### src/rtl/router_dut.sv
// Store-and-forward packet router: buffers one byte-serial packet, validates
// length, size limits and payload checksum, then replays it unchanged.
module router_dut #(
    parameter int MIN_PKT = 12,
    parameter int MAX_PKT = 64
) (
    input  logic       clk,
    input  logic       reset,
    input  logic [7:0] dut_inp,
    input  logic       inp_valid,
    output logic [7:0] dut_outp,
    output logic       outp_valid,
    output logic       busy,
    output logic [3:0] error
);

    localparam int AW = $clog2(MAX_PKT);
    localparam int CW = $clog2(MAX_PKT + 1);

    localparam logic [3:0] ERR_OK    = 4'd0;
    localparam logic [3:0] ERR_PROTO = 4'd1;
    localparam logic [3:0] ERR_CRC   = 4'd2;
    localparam logic [3:0] ERR_SHORT = 4'd3;
    localparam logic [3:0] ERR_LONG  = 4'd4;
    localparam logic [3:0] ERR_LEN   = 4'd5;

    typedef enum logic [1:0] {
        IDLE     = 2'd0,
        RECEIVE  = 2'd1,
        CHECK    = 2'd2,
        TRANSMIT = 2'd3
    } state_t;

    function automatic logic [7:0] csum_add(input logic [7:0] acc, input logic [7:0] b);
        return acc + b;
    endfunction

    state_t          state_r, state_nxt_s;
    logic [CW-1:0]   count_r, count_nxt_s;
    logic [CW-1:0]   rd_ptr_r, rd_ptr_nxt_s;
    logic [31:0]     len_r, len_nxt_s;
    logic [31:0]     crc_r, crc_nxt_s;
    logic [7:0]      sum_r, sum_nxt_s;
    logic            drain_r, drain_nxt_s;
    logic            busy_r, busy_nxt_s;
    logic [3:0]      error_r, error_nxt_s;
    logic [7:0]      outp_r, outp_nxt_s;
    logic            outp_valid_r, outp_valid_nxt_s;
    logic            wr_en_s;
    logic [AW-1:0]   wr_addr_s;
    logic [7:0]      mem_r [MAX_PKT];

    // Next-state and datapath control for the receive/check/transmit sequence.
    always_comb begin
        state_nxt_s      = state_r;
        count_nxt_s      = count_r;
        rd_ptr_nxt_s     = rd_ptr_r;
        len_nxt_s        = len_r;
        crc_nxt_s        = crc_r;
        sum_nxt_s        = sum_r;
        drain_nxt_s      = drain_r;
        busy_nxt_s       = busy_r;
        error_nxt_s      = error_r;
        outp_nxt_s       = outp_r;
        outp_valid_nxt_s = outp_valid_r;
        wr_en_s          = 1'b0;
        wr_addr_s        = count_r[AW-1:0];
        case (state_r)
            IDLE: begin
                if (!inp_valid) begin
                    drain_nxt_s = 1'b0;
                end else if (drain_r) begin
                    // Tail of an oversize packet: swallow it silently.
                    drain_nxt_s = 1'b1;
                end else begin
                    wr_en_s     = 1'b1;
                    wr_addr_s   = '0;
                    count_nxt_s = CW'(1);
                    len_nxt_s   = 32'd0;
                    crc_nxt_s   = 32'd0;
                    sum_nxt_s   = 8'd0;
                    busy_nxt_s  = 1'b1;
                    error_nxt_s = ERR_OK;
                    state_nxt_s = RECEIVE;
                end
            end
            RECEIVE: begin
                if (!inp_valid) begin
                    state_nxt_s = CHECK;
                end else if (count_r >= CW'(MAX_PKT)) begin
                    error_nxt_s = ERR_LONG;
                    busy_nxt_s  = 1'b0;
                    drain_nxt_s = 1'b1;
                    state_nxt_s = IDLE;
                end else begin
                    wr_en_s     = 1'b1;
                    count_nxt_s = count_r + CW'(1);
                    case (count_r)
                        CW'(2):  len_nxt_s[7:0]   = dut_inp;
                        CW'(3):  len_nxt_s[15:8]  = dut_inp;
                        CW'(4):  len_nxt_s[23:16] = dut_inp;
                        CW'(5):  len_nxt_s[31:24] = dut_inp;
                        CW'(6):  crc_nxt_s[7:0]   = dut_inp;
                        CW'(7):  crc_nxt_s[15:8]  = dut_inp;
                        CW'(8):  crc_nxt_s[23:16] = dut_inp;
                        CW'(9):  crc_nxt_s[31:24] = dut_inp;
                        default: begin
                            if (count_r >= CW'(10)) begin
                                sum_nxt_s = csum_add(sum_r, dut_inp);
                            end else begin
                                sum_nxt_s = sum_r;
                            end
                        end
                    endcase
                end
            end
            CHECK: begin
                if (32'(count_r) != len_r) begin
                    error_nxt_s = ERR_LEN;
                end else if (count_r < CW'(MIN_PKT)) begin
                    error_nxt_s = ERR_SHORT;
                end else if (count_r > CW'(MAX_PKT)) begin
                    error_nxt_s = ERR_LONG;
                end else if (crc_r != {24'd0, sum_r}) begin
                    error_nxt_s = ERR_CRC;
                end else if (inp_valid) begin
                    error_nxt_s = ERR_PROTO;
                end else begin
                    error_nxt_s = error_r;
                end
                if ((32'(count_r) != len_r) || (count_r < CW'(MIN_PKT)) ||
                    (count_r > CW'(MAX_PKT)) || (crc_r != {24'd0, sum_r})) begin
                    busy_nxt_s  = 1'b0;
                    state_nxt_s = IDLE;
                end else begin
                    outp_nxt_s       = mem_r[0];
                    outp_valid_nxt_s = 1'b1;
                    rd_ptr_nxt_s     = CW'(1);
                    state_nxt_s      = TRANSMIT;
                end
            end
            TRANSMIT: begin
                if (inp_valid) begin
                    error_nxt_s = ERR_PROTO;
                end else begin
                    error_nxt_s = error_r;
                end
                if (rd_ptr_r == count_r) begin
                    outp_nxt_s       = 8'd0;
                    outp_valid_nxt_s = 1'b0;
                    busy_nxt_s       = 1'b0;
                    state_nxt_s      = IDLE;
                end else begin
                    outp_nxt_s   = mem_r[rd_ptr_r[AW-1:0]];
                    rd_ptr_nxt_s = rd_ptr_r + CW'(1);
                end
            end
            default: begin
                state_nxt_s = IDLE;
            end
        endcase
    end

    // Control and output registers.
    always_ff @(posedge clk or negedge reset) begin
        if (!reset) begin
            state_r      <= IDLE;
            count_r      <= '0;
            rd_ptr_r     <= '0;
            len_r        <= 32'd0;
            crc_r        <= 32'd0;
            sum_r        <= 8'd0;
            drain_r      <= 1'b0;
            busy_r       <= 1'b0;
            error_r      <= 4'd0;
            outp_r       <= 8'd0;
            outp_valid_r <= 1'b0;
        end else begin
            state_r      <= state_nxt_s;
            count_r      <= count_nxt_s;
            rd_ptr_r     <= rd_ptr_nxt_s;
            len_r        <= len_nxt_s;
            crc_r        <= crc_nxt_s;
            sum_r        <= sum_nxt_s;
            drain_r      <= drain_nxt_s;
            busy_r       <= busy_nxt_s;
            error_r      <= error_nxt_s;
            outp_r       <= outp_nxt_s;
            outp_valid_r <= outp_valid_nxt_s;
        end
    end

    // Packet buffer; contents are only meaningful below count_r.
    always_ff @(posedge clk) begin
        if (wr_en_s) begin
            mem_r[wr_addr_s] <= dut_inp;
        end
    end

    assign dut_outp   = outp_r;
    assign outp_valid = outp_valid_r;
    assign busy       = busy_r;
    assign error      = error_r;

endmodule

### config.mk
export PLATFORM = sky130hd
export DESIGN_NAME = router_dut
export DESIGN_NICKNAME = d
export VERILOG_FILES = /design/src/rtl/router_dut.sv
export SDC_FILE = /design/constraint.sdc
export NUM_CORES = 1
export LEC_CHECK = 0
export CAP_MARGIN = 20
export CORE_MARGIN = 3
export CORE_UTILIZATION = 70
export CTS_BUF_LIST = sky130_fd_sc_hd__clkbuf_4
export CTS_CLUSTER_DIAMETER = 30
export CTS_CLUSTER_SIZE = 20
export DETAILED_ROUTE_END_ITERATION = 10
export PLACE_DENSITY = 0.89
export SLEW_MARGIN = 10
export SYNTH_ARGS = -nofsm -noshare
export SYNTH_HDL_FRONTEND = slang
export SYNTH_SLANG_ARGS = --single-unit
export TNS_END_PERCENT = 5
### constraint.sdc
create_clock -name clk -period 5.7 [get_ports clk]
set_input_delay 0.57 -clock clk [delete_from_list [all_inputs] [get_ports clk]]
set_output_delay 0.57 -clock clk [all_outputs]
set_load 0.01 [all_outputs]
==> flow_summary.toml <==
[status]
outcome = "finished, final reports clean"

[synth]
synth_flop_cell = "edfxtp_1"
synthCells = 1478
yosys_warnings = 0
syn_avg_cell_area_um2 = 16.7
synth_cell_types = 55
ys_ff_latch = 615
ys_seq_area_share_pct = 72.8
syn-num-nets = 1502
synth_edf_count = 512
syn_area_um2 = 24700
async_reset_ff_share_pct = 16.7

[clock_network]
clockRootBuffer = "clkbuf_4"
cts_made_buffers = 96
cts_tree = "done"
clock_sinks = 615
cts_buffer_depth = 3
path_clk_slew_ns = 0.12
post-cts-setup-buffers = 0
cts.repair.resized = 0
clk_latency_ns = 0.84
h-tree-depth = 3
cts_hold_buf = 1

[critical_path]
endpoint_kind = "flip-flop"
r2r_setup_slack_ns = 2.17
worstSetupPathType = "reg2reg"
r2r-start = "rd_ptr_r[1]"
crit_fanout = 80
cp-start-kind = "flip-flop"
crit_start = "rd_ptr_r[1]"
endpoint = "dut_outp[2]"
reg2reg_depth = 7
r2r-end = "dut_outp[2]"
critPathRequiredTime_ns = 6.42
worstPathArrival_ns = 4.25

[sta]
finalSetupTns_ns = 0
relSlewSlack_pct = 21.5
drv_slew = 0
worst_pin_slew_ns = 1.18
timing.final.crit_share_pct = 61.9
max_freq_mhz = 283
period_minus_slack_ns = 3.53
hold_viol = 0
setup_violations = 0
skew_ns = 0.0571
rsz0062_at_grt = "no"

[die]
initial_core_util_pct = 71.2
core_um2 = 34600
rows = 68
die_height_um = 194
die_area_um2 = 37500
die_w_um = 194
io_pins = 25

[power_and_ir_drop]
peakVddDrop_v = 0.000354
leakagePower_nw = 8.97
powerDensity_nw_per_um2 = 445

[placed_design]
dpl_cell_area_um2 = 25200
place_congestion = 0.892
dp_hpwl_mm = 36.1
dp_cells = 1892
io_buffers = 24

[global_route]
gr-total-overflow = 0
groute.usage.overall_pct = 32.9
grt_pass1_wl_mm = 91.7
grt_max_degree = 81
grt_pass1_vias = 14407
antenna_found_initial = 2

[drt]
first_pass_iters = 6
ant_nets = 0
drt_iter0_drc = 2371
drcViolationCount = 0
viasPerCell = 7.06
vias = 14654
drt-total-wl_mm = 60.6
avgRoutedWirePerCell_um = 29.2

[layout]
layout.area.seq_um2 = 18000
nNetsFinal = 1565
area_growth_pct = 8.65
multi_input_area_um2 = 6320
drive_gt1_share_pct = 20.0
final_common_cell = "edfxtp_1"
design_area_um2 = 26800
stdcell_count = 2076
fillers = 1740
final_cell_mix = "512 x edfxtp_1, 128 x nor2_1, 116 x nand2_1, 112 x mux4_2, 104 x clkbuf_4"

[run]
maxCapViolCount = 0

[hold_path]
hold_path_class = "in2reg"
report_power, final:
| part | switching (W) | internal [W] | total [W] |
|---|---|---|---|
| combinational | 0.00170 | 0.00140 | 0.00309 |
| clock | 0.00187 | 0.00131 | 0.00318 |
| sequential | 0.000472 | 0.00519 | 0.00566 |
| total | 0.00404 | 0.00789 | 0.0119 |
how the worst min path moves through the flow:
stage / cells after the start / slack [ns] / from / to
final: 1 / 0.12 / dut_inp[1] / mem_r[1][1]
after global routing: 1 / 0.09 / dut_inp[1] / mem_r[3][1]
after CTS: 1 / 0.07 / dut_inp[1] / mem_r[3][1]
after detailed placement: 2 / 0.47 / len_r[13] / len_r[13]
after global placement: 2 / 0.46 / len_r[9] / len_r[9]
after floorplan: 0 / 0.27 / reset / busy
sequential cells by signal (all words and copies together) (netlist names):
name,flops
busy,1
error,4
outp_valid,1
crc_r,32
len_r,32
count_r,7
state_r,2
mem_r,512
drain_r,1
sum_r,8
dut_outp,8
rd_ptr_r,7
per-stage QoR:
step | power [W] | hold WS, ns | utilization, % | setup WS [ns]
after floorplan | 0.00783 | 0.274 | - | 3.16
after global placement | 0.00855 | 0.463 | 72.9 | 1.86
after detailed placement | 0.00873 | 0.473 | 72.9 | 1.64
after CTS | 0.0119 | 0.0724 | 77.2 | 2.29
after global routing | 0.0124 | 0.0945 | 77.4 | 2.10
final | 0.0119 | 0.122 | 77.4 | 2.17
per-layer routing:
layer  up-vias  GRT usage (%)  part of all wire [%]
li1       5985              -                     -
met5         -              0                     0
met3       219           7.02                    13
met2      1283           51.6                    48
met4         0           14.1                   4.7
met1      7167           46.1                    34
synthesized netlist by cell type, types with 14 or more instances:
master    instances  area share (%)
nor2_1          128             1.9
buf_2            23            0.47
edfxtp_1        512              62
dfrtp_1         103              10
mux4_2          112              10
nand3_1          17            0.34
nand2_1         116             1.8
xnor2_1          20            0.71
a21oi_1          49            0.99
a22oi_1          33             1.0
mux2i_1          32             1.3
nor2b_1          14            0.36
o21ai_0          89             1.8
clkbuf_1         50            0.76
critical path, stage by stage (launching register included):
cell,delay (ns)
dfrtp_4,1.21
buf_4,0.63
mux4_2,0.40
a22oi_1,0.31
a21oi_1,0.18
nor2_1,0.31
a21o_1,0.24
a2bb2oi_1,0.09
cell type report:
| class | count | share of cell area, % |
|---|---|---|
| Clock inverter | 73 | 2.68 |
| Multi-Input combinational cell | 770 | 23.6 |
| Timing Repair Buffer | 49 | 1.55 |
| Antenna cell | 1 | 0.00934 |
| Inverter | 9 | 0.126 |
| Clock buffer | 104 | 2.91 |
| Sequential cell | 615 | 67.0 |
| Tap cell | 455 | 2.12 |
cell families (layout without fill, tap and decap cells):
family	count (synthesis)	count (layout)	synth area share, %
flip-flops	615	615	72.8
AND/OR/NAND/NOR	331	331	5.90
AO/OA/AOI/OAI	250	250	6.35
multiplexers	144	144	11.5
buffers and inverters	93	235	1.61
XOR/XNOR	32	32	1.14
adder cells (fa/ha/maj)	13	13	0.690
other	0	1	0
No activity file was read; power rests on OpenSTA's default activity.
